$ cat config.mk
export PLATFORM = sky130hd
export DESIGN_NAME = pipe_adder
export DESIGN_NICKNAME = d
export VERILOG_FILES = /design/src/rtl/pipe_adder.sv
export SDC_FILE = /design/constraint.sdc
export NUM_CORES = 1
export LEC_CHECK = 0
export ABC_AREA = 1
export CAP_MARGIN = 20
export CORE_MARGIN = 3
export CORE_UTILIZATION = 40
export CTS_CLUSTER_DIAMETER = 50
export CTS_CLUSTER_SIZE = 16
export DETAILED_ROUTE_END_ITERATION = 10
export PLACE_DENSITY = 0.69
export SKIP_CTS_REPAIR_TIMING = 1
export SKIP_LAST_GASP = 1
export SLEW_MARGIN = 10
export SYNTH_ARGS = -nofsm -noshare
export SYNTH_HDL_FRONTEND = slang
export SYNTH_SLANG_ARGS = --single-unit
$ cat constraint.sdc
create_clock -name clk -period 2.1 [get_ports clk]
set_input_delay 0.42 -clock clk [delete_from_list [all_inputs] [get_ports clk]]
set_output_delay 0.42 -clock clk [all_outputs]
set_load 0.005 [all_outputs]
$ cat src/rtl/pipe_adder.sv
// Pipelined WIDTH-bit adder with carry-in, carry-out and signed overflow.
// One CHUNK-bit slice of the carry chain is resolved per stage, behind a valid/ready handshake.

module pipe_adder_stage #(
    parameter int WIDTH = 16,
    parameter int CHUNK = 4
) (
    input  logic [WIDTH-1:0] i_a,
    input  logic [WIDTH-1:0] i_b,
    input  logic             i_c,
    output logic [WIDTH-1:0] o_a,
    output logic [WIDTH-1:0] o_b,
    output logic             o_c
);
    logic [CHUNK:0] w_sum;

    assign w_sum = {1'b0, i_a[CHUNK-1:0]} + {1'b0, i_b[CHUNK-1:0]} + {{CHUNK{1'b0}}, i_c};

    // The operand word rotates right by one chunk per stage, and the new sum chunk
    // enters at the top. After NST stages the word holds the full sum in bit order.
    assign o_a = (i_a >> CHUNK) | (WIDTH'(w_sum[CHUNK-1:0]) << (WIDTH - CHUNK));
    assign o_b = i_b >> CHUNK;
    assign o_c = w_sum[CHUNK];
endmodule

module pipe_adder #(
    parameter int WIDTH = 16,
    parameter int CHUNK = 4     // WIDTH must be a multiple of CHUNK
) (
    input  logic             clk,
    input  logic             rst_n,
    input  logic             in_valid,
    output logic             in_ready,
    input  logic [WIDTH-1:0] in1,
    input  logic [WIDTH-1:0] in2,
    input  logic             ic,
    output logic             out_valid,
    input  logic             out_ready,
    output logic [WIDTH-1:0] out,
    output logic             oc,
    output logic             ovf
);
    localparam int NST = WIDTH / CHUNK;

    typedef struct packed {
        logic [WIDTH-1:0] a;    // remaining operand A chunks, with sum chunks rotated in
        logic [WIDTH-1:0] b;    // remaining operand B chunks
        logic             c;    // carry out of the previous chunk
        logic             ma;   // original operand MSBs, kept for overflow
        logic             mb;
    } stg_t;

    stg_t             r_stg [NST];
    logic [NST-1:0]   r_vld;
    logic             r_ovf;

    stg_t             w_src [NST];
    stg_t             w_nxt [NST];
    logic [WIDTH-1:0] w_a   [NST];
    logic [WIDTH-1:0] w_b   [NST];
    logic             w_c   [NST];
    logic             w_adv;
    logic             w_ovf;

    assign w_adv     = !r_vld[NST-1] || out_ready;
    assign in_ready  = w_adv;
    assign out_valid = r_vld[NST-1];
    assign out       = r_stg[NST-1].a;
    assign oc        = r_stg[NST-1].c;
    assign ovf       = r_ovf;

    always_comb begin
        w_src[0] = '{a: in1, b: in2, c: ic, ma: in1[WIDTH-1], mb: in2[WIDTH-1]};
        for (int i = 1; i < NST; i++) w_src[i] = r_stg[i-1];
    end

    for (genvar g = 0; g < NST; g++) begin : g_stage
        pipe_adder_stage #(.WIDTH(WIDTH), .CHUNK(CHUNK)) u_stage (
            .i_a (w_src[g].a),
            .i_b (w_src[g].b),
            .i_c (w_src[g].c),
            .o_a (w_a[g]),
            .o_b (w_b[g]),
            .o_c (w_c[g])
        );
    end

    always_comb begin
        for (int i = 0; i < NST; i++) begin
            w_nxt[i] = '{a: w_a[i], b: w_b[i], c: w_c[i], ma: w_src[i].ma, mb: w_src[i].mb};
        end
    end

    // Overflow is resolved as the last stage loads, so it leaves straight from a flop.
    assign w_ovf = (w_src[NST-1].ma == w_src[NST-1].mb) &&
                   (w_a[NST-1][WIDTH-1] != w_src[NST-1].ma);

    always_ff @(posedge clk or negedge rst_n) begin
        if (!rst_n) begin
            r_vld <= '0;
            r_ovf <= 1'b0;
            for (int i = 0; i < NST; i++) r_stg[i] <= '0;
        end else if (w_adv) begin
            r_vld <= NST'({r_vld, in_valid});
            r_ovf <= w_ovf;
            for (int i = 0; i < NST; i++) r_stg[i] <= w_nxt[i];
        end
    end
endmodule

==> metrics.txt, run 1 <==
syn avg cell area 9.20 sq um; 1st-pass router iterations 4; slew margin rel. 68.5%; layout cells sized above 1 6.43%; Pwr Density 1370 nW/um^2; setup violators final 0; f_max 510 MHz; CTS Buf Count 9; Int Power 0.00457 W; Sw Ratio 35.4%; Die ar. 12100 sq um; largest net degree at the start of global routing 43; GR peak layer met2; outcome finished, final reports clean; Die Span Y 110 microns; core area 10400 sq um; Place WS 65.7 ps; global-route track usage on met2 23.6%; 1st-iter DRT viols 101; Ports 57; Synth warnings 0; synthesized area 4320 sq um; final setup skew 8.94 ps; CTS Root Cell clkbuf_8; fin crit period 1960 ps; Die W 110 microns; met1 Usage GRT 19.3%; Final Max Tran Viols 0; Max VDD drop 550 uV; Clock Latency Late Sink 360 ps; min setup slack post-route 140 ps; final net count 581; worst min path class input pin to async pin; net load switching power 0.00251 W; DP Area 4950 sq um; met3 Use GR 1.88%; Gate power share 37.3%; Detail Placement HPWL 5.50 mm; Rows 37; H-tree Lvls 3; commonest non-fill, non-tap cell in the layout nand2_1; GR Overflow Total 0; Critical Path RT 1680 ps; post-synthesis net count 526; synthesis-to-finish area growth 19.8%; Final Instance Area 5170 sq um; first-pass GRT wire length 13.8 mm; clock buffer depth 2; Sum Neg Setup Slack 0 ps; Leak Pwr 2.63 nW; placed cells 649; Max Cap Viol 0; final worst-path cycle share 93.3%; RSZ-0062 raised after global routing no; total power 0.00708 W; GP Congestion 0.753; Cells after Synth 469; antenna viol nets, final 0; crit path kind input pin to output pin; number of diodes 0; clock power share 18.9%; CTS sink cnt 97; slew of the pin with the lowest slew margin 473 ps; #FFs+latches synth 97; Startpoint Class input pin; wire per inst 11.7 microns; leading area contributor after synthesis dfrtp_1; Setup crit end kind output pin; top post-synthesis cells by area dfrtp_1 (56%), nand2_1 (19%), fa_1 (3.7%), ha_1 (3.5%), inv_1 (3.3%); Via Count 3005; DR DRC count 0; number of global-route vias before repair 3085; Synth top area share 56.2%; non-filler cells, final 665; clk slew on worst S/H paths 100 ps; Netlist cell types 24; post-synthesis sequential area ratio 56.2%; WP data arrival 1540 ps; via density per instance 4.52; crit-path max FO 4; Starting Density 41.4%; sequential power share 43.9%; final-report hold violation count 0; CTS tree done; drt total wl 7.78 mm; I/O Buffers 56; fillers 961; most frequent cells in the layout nand2_1 (218), dfrtp_1 (97), clkdlybuf4s50_1 (55), inv_1 (38), o21ai_1 (19); GRT Total Usage 14.5%; initial antenna violation count 0
[metal layers]
layer | vias up | part of all wire, %
met5 | - | 0
met4 | 0 | 1.8
met3 | 11 | 2.7
met2 | 44 | 46
met1 | 1398 | 49
li1 | 1552 | -
[cell type report]
class	count	area, sq um	area share, %
multi-input cells	312	1530	29.5
clock buffers	9	124	2.39
flip-flops and latches	97	2430	46.9
clock inverters	7	101	1.96
repair buffers	65	676	13.1
well taps	136	170	3.29
inverters	39	149	2.88
[Yosys cell counts (all sizes together)]
cell type,n
o31ai,1
nor2,13
a22oi,1
inv,39
o22ai,1
nand2,219
o21bai,1
fa,8
nand3,12
dfrtp,97
a31oi,1
clkbuf,1
ha,12
buf,20
a21oi,6
nand4,1
o21ai,36
[per-stage QoR]
stage	hold slack, ps	util (%)
after floorplan	124	-
final	2.02	49.7
after global placement	405	47.5
after CTS	-6.68	49.7
after detailed placement	409	47.5
after global routing	16.6	49.7
[worst max-delay path: stages]
cell and delay, ps:
clkdlybuf4s50_1 450, inv_1 60, nand2_4 90, clkdlybuf4s50_1 520
[worst paths after layout]
kind                                   end        from  slack [ps]  cells after the start
max in group asynchronous       r_stg[139]       rst_n        1410                      2
worst max register to register   r_stg[72]  r_stg[107]         330                      6
worst min-delay path            r_stg[133]       rst_n           2                      1
worst min register to register    r_vld[3]    r_vld[2]         460                      2
worst max-delay path              in_ready   out_ready         140                      4
min in group clk                  r_vld[3]    r_vld[2]         460                      2
[power by group through the flow]
stage	combinational [W]	sequential (W)	clock, W
after floorplan	0.00191	0.00305	0
after global placement	0.00259	0.00311	0
after detailed placement	0.00267	0.00315	0
after CTS	0.00269	0.00312	0.00138
after global routing	0.00312	0.00322	0.00144
final	0.00264	0.00311	0.00134
[flip-flops by register name, indices dropped and copies added, names as in the netlist]
| signal | flops |
|---|---|
| r_stg | 75 |
| oc | 1 |
| out | 16 |
| ovf | 1 |
| r_vld | 4 |
[cell families after synthesis]
kind of cell,Yosys count,synth area share (%)
flip-flops,97,56.2
AND/OR/NAND/NOR,245,21.9
AO/OA/AOI/OAI,47,6.26
adder cells (fa/ha/maj),20,7.19
buffers and inverters,60,8.44
Note: power is estimated with default switching activity, not from simulation.
==> run 2: changes to the inputs <==
==> constraint.sdc (replaced) <==
create_clock -name clk -period 2.03 [get_ports clk]
set_input_delay 0.406 -clock clk [delete_from_list [all_inputs] [get_ports clk]]
set_output_delay 0.406 -clock clk [all_outputs]
set_load 0.005 [all_outputs]
==> metrics.txt, run 2 (same netlist as run 1, synthesis figures left out) <==
Max VDD drop 465 uV (-15%); commonest non-fill, non-tap cell in the layout nand2_1; fillers 961 (unchanged); 1st-iter DRT viols 174 (+72%); antenna viol nets, final 0 (unchanged); DR DRC count 0 (unchanged); outcome finished, final reports clean; FF/Latch Area 2430 sq um (unchanged); sequential power share 43.5% (-0.4 points); slew of the pin with the lowest slew margin 524 ps (+51.5 ps); Max Cap Viol 0 (unchanged); final net count 580 (-0.17%); area of the multi-input gates 1530 sq um (unchanged); 1st-pass router iterations 4 (unchanged); DP Area 4940 sq um (-0.15%); Clock Latency Late Sink 360 ps (about the same); Largest register FFs 75 (unchanged); Leak Pwr 2.64 nW (+0.27%); GP Congestion 0.793 (+5.3%); clock power share 19.1% (+0.2 points); CTS tree done; first-pass GRT wire length 13.4 mm (-2.8%); Die ar. 12100 sq um (unchanged); I/O Buffers 56 (unchanged); Die Span Y 110 microns (unchanged); Gate power share 37.4% (about the same); setup violators final 0 (unchanged); Setup crit end kind output pin; drt total wl 7.82 mm (+0.41%); GRT Total Usage 14.1% (-0.39 points); H-tree Lvls 3 (unchanged); CTS Root Cell clkbuf_8; fin crit period 1950 ps; crit path kind input pin to output pin; clk slew on worst S/H paths 90 ps (about the same); final-report hold violation count 0 (unchanged); Critical Path RT 1620 ps (-60 ps); RSZ-0062 raised after global routing no; wire per inst 11.8 microns (+0.56%); via density per instance 4.60 (+1.8%); net load switching power 0.00257 W (+2.4%); total power 0.00735 W (+3.8%); Ports 57 (unchanged); initial antenna violation count 0 (unchanged); slew margin rel. 65.1% (-3.4 points); Starting Density 41.4% (unchanged); Worst R2R Start r_stg[107]; layout cells sized above 1 6.25% (-0.18 points); largest net degree at the start of global routing 51 (+19%); slowest CP cell clkdlybuf4s50_1; reg2reg setup slack 230 ps (-100 ps); Startpoint Class input pin; Setup crit start out_ready; CP peak stage delay 520 ps (about the same); GR Overflow Total 0 (unchanged); reg2reg end r_stg[72]; register with the most flip-flops r_stg; worst min path class input pin to async pin; synthesis-to-finish area growth 19.7% (about the same); Most Frequent Cell on Critical Path clkdlybuf4s50_1; Final Instance Area 5170 sq um (about the same); final worst-path cycle share 95.9%; CTS Buf Count 9 (unchanged); clock buffer depth 2 (unchanged); number of global-route vias before repair 3007 (-2.5%); final setup skew 9.81 ps (+0.872 ps); Detail Placement HPWL 5.39 mm (-2.1%); Final Max Tran Viols 0 (unchanged); Pwr Density 1420 nW/um^2 (+3.9%); CTS sink cnt 97 (unchanged); most frequent cells in the layout nand2_1 (218), dfrtp_1 (97), clkdlybuf4s50_1 (55), inv_1 (38), o21ai_1 (19); Rows 37 (unchanged); core area 10400 sq um (unchanged); crit-path max FO 3 (-1); Worst Reg2Reg Path Length in Cells 6 (unchanged); Die W 110 microns (unchanged); number of diodes 0 (unchanged); crit-path cells clkdlybuf4s50_1 -> inv_1 -> nand2_4 -> clkdlybuf4s50_1; Sw Ratio 35.0% (-0.46 points); f_max 514 MHz; Via Count 3053 (+1.6%); WP data arrival 1540 ps (about the same); Int Power 0.00478 W (+4.5%)
-- run 2: changes by cell type in the layout (fill, tap and decap cells not counted), sizes merged --
cell / before / now
inv: 41 / 39
clkinvlp: 2 / 1
clkbuf: 9 / 11
clkinv: 1 / 2
buf: 10 / 9
-- run 2: worst max-delay path by stage --
stage	slack (ps)	endpoint
2_1_floorplan	390	r_stg[72]
3_3_place_gp	40	r_stg[137]
3_5_place_dp	-8	r_stg[137]
4_1_cts	60	in_ready
5_1_grt	40	in_ready
6_report	80	in_ready
-- run 2: routing by layer --
layer	global-route usage, %	wire, microns	vias to the layer above
met2	22.1	3530	52
met3	2.52	315	13
met1	18.8	3810	1437
met5	0	0	-
li1	-	-	1551
met4	7.03	167	0
-- run 2: metrics by stage --
stage	worst slack [ps]	hold WS [ps]	TNS (ps)	cells	util [%]
2_1_floorplan	386	110	0	469	-
3_3_place_gp	40.4	413	0	648	47.4
3_5_place_dp	-8.40	424	-8.40	648	47.4
4_1_cts	63.8	20.3	0	664	49.6
5_1_grt	39.0	40.2	0	664	49.6
6_report	83.8	10.2	0	664	49.6
-- run 2: critical path, delay by kind of cell --
kind,cells,cell delay [ps]
buffers and inverters,3,1040
AND/OR/NAND/NOR,1,100
-- run 2: area by class of cell --
class	instances	area share, %
tap	136	3.29
clock inverter	5	1.50
timing repair buffer	64	12.9
inverter	39	2.88
sequential	97	47.0
clock buffer	11	2.93
multi-input combinational	312	29.5
-- run 2: power by group through the flow --
stage	Combinational, W	Sequential, W	Clock [W]
detailed placement	0.00278	0.00325	0
global placement	0.00266	0.00322	0
global route	0.00319	0.00332	0.00151
finish	0.00275	0.00320	0.00140
CTS	0.00280	0.00321	0.00144
floorplan	0.00198	0.00316	0
==> run 3: changes to the inputs <==
--- a/config.mk
+++ b/config.mk
@@ -9,6 +9,7 @@
 export CAP_MARGIN = 20
 export CORE_MARGIN = 3
 export CORE_UTILIZATION = 40
+export CTS_BUF_LIST = sky130_fd_sc_hd__clkbuf_8
 export CTS_CLUSTER_DIAMETER = 50
 export CTS_CLUSTER_SIZE = 16
 export DETAILED_ROUTE_END_ITERATION = 10
==> results of run 3 <==
Same layout as run 2: the final DEF is identical, and so are final timing and power.
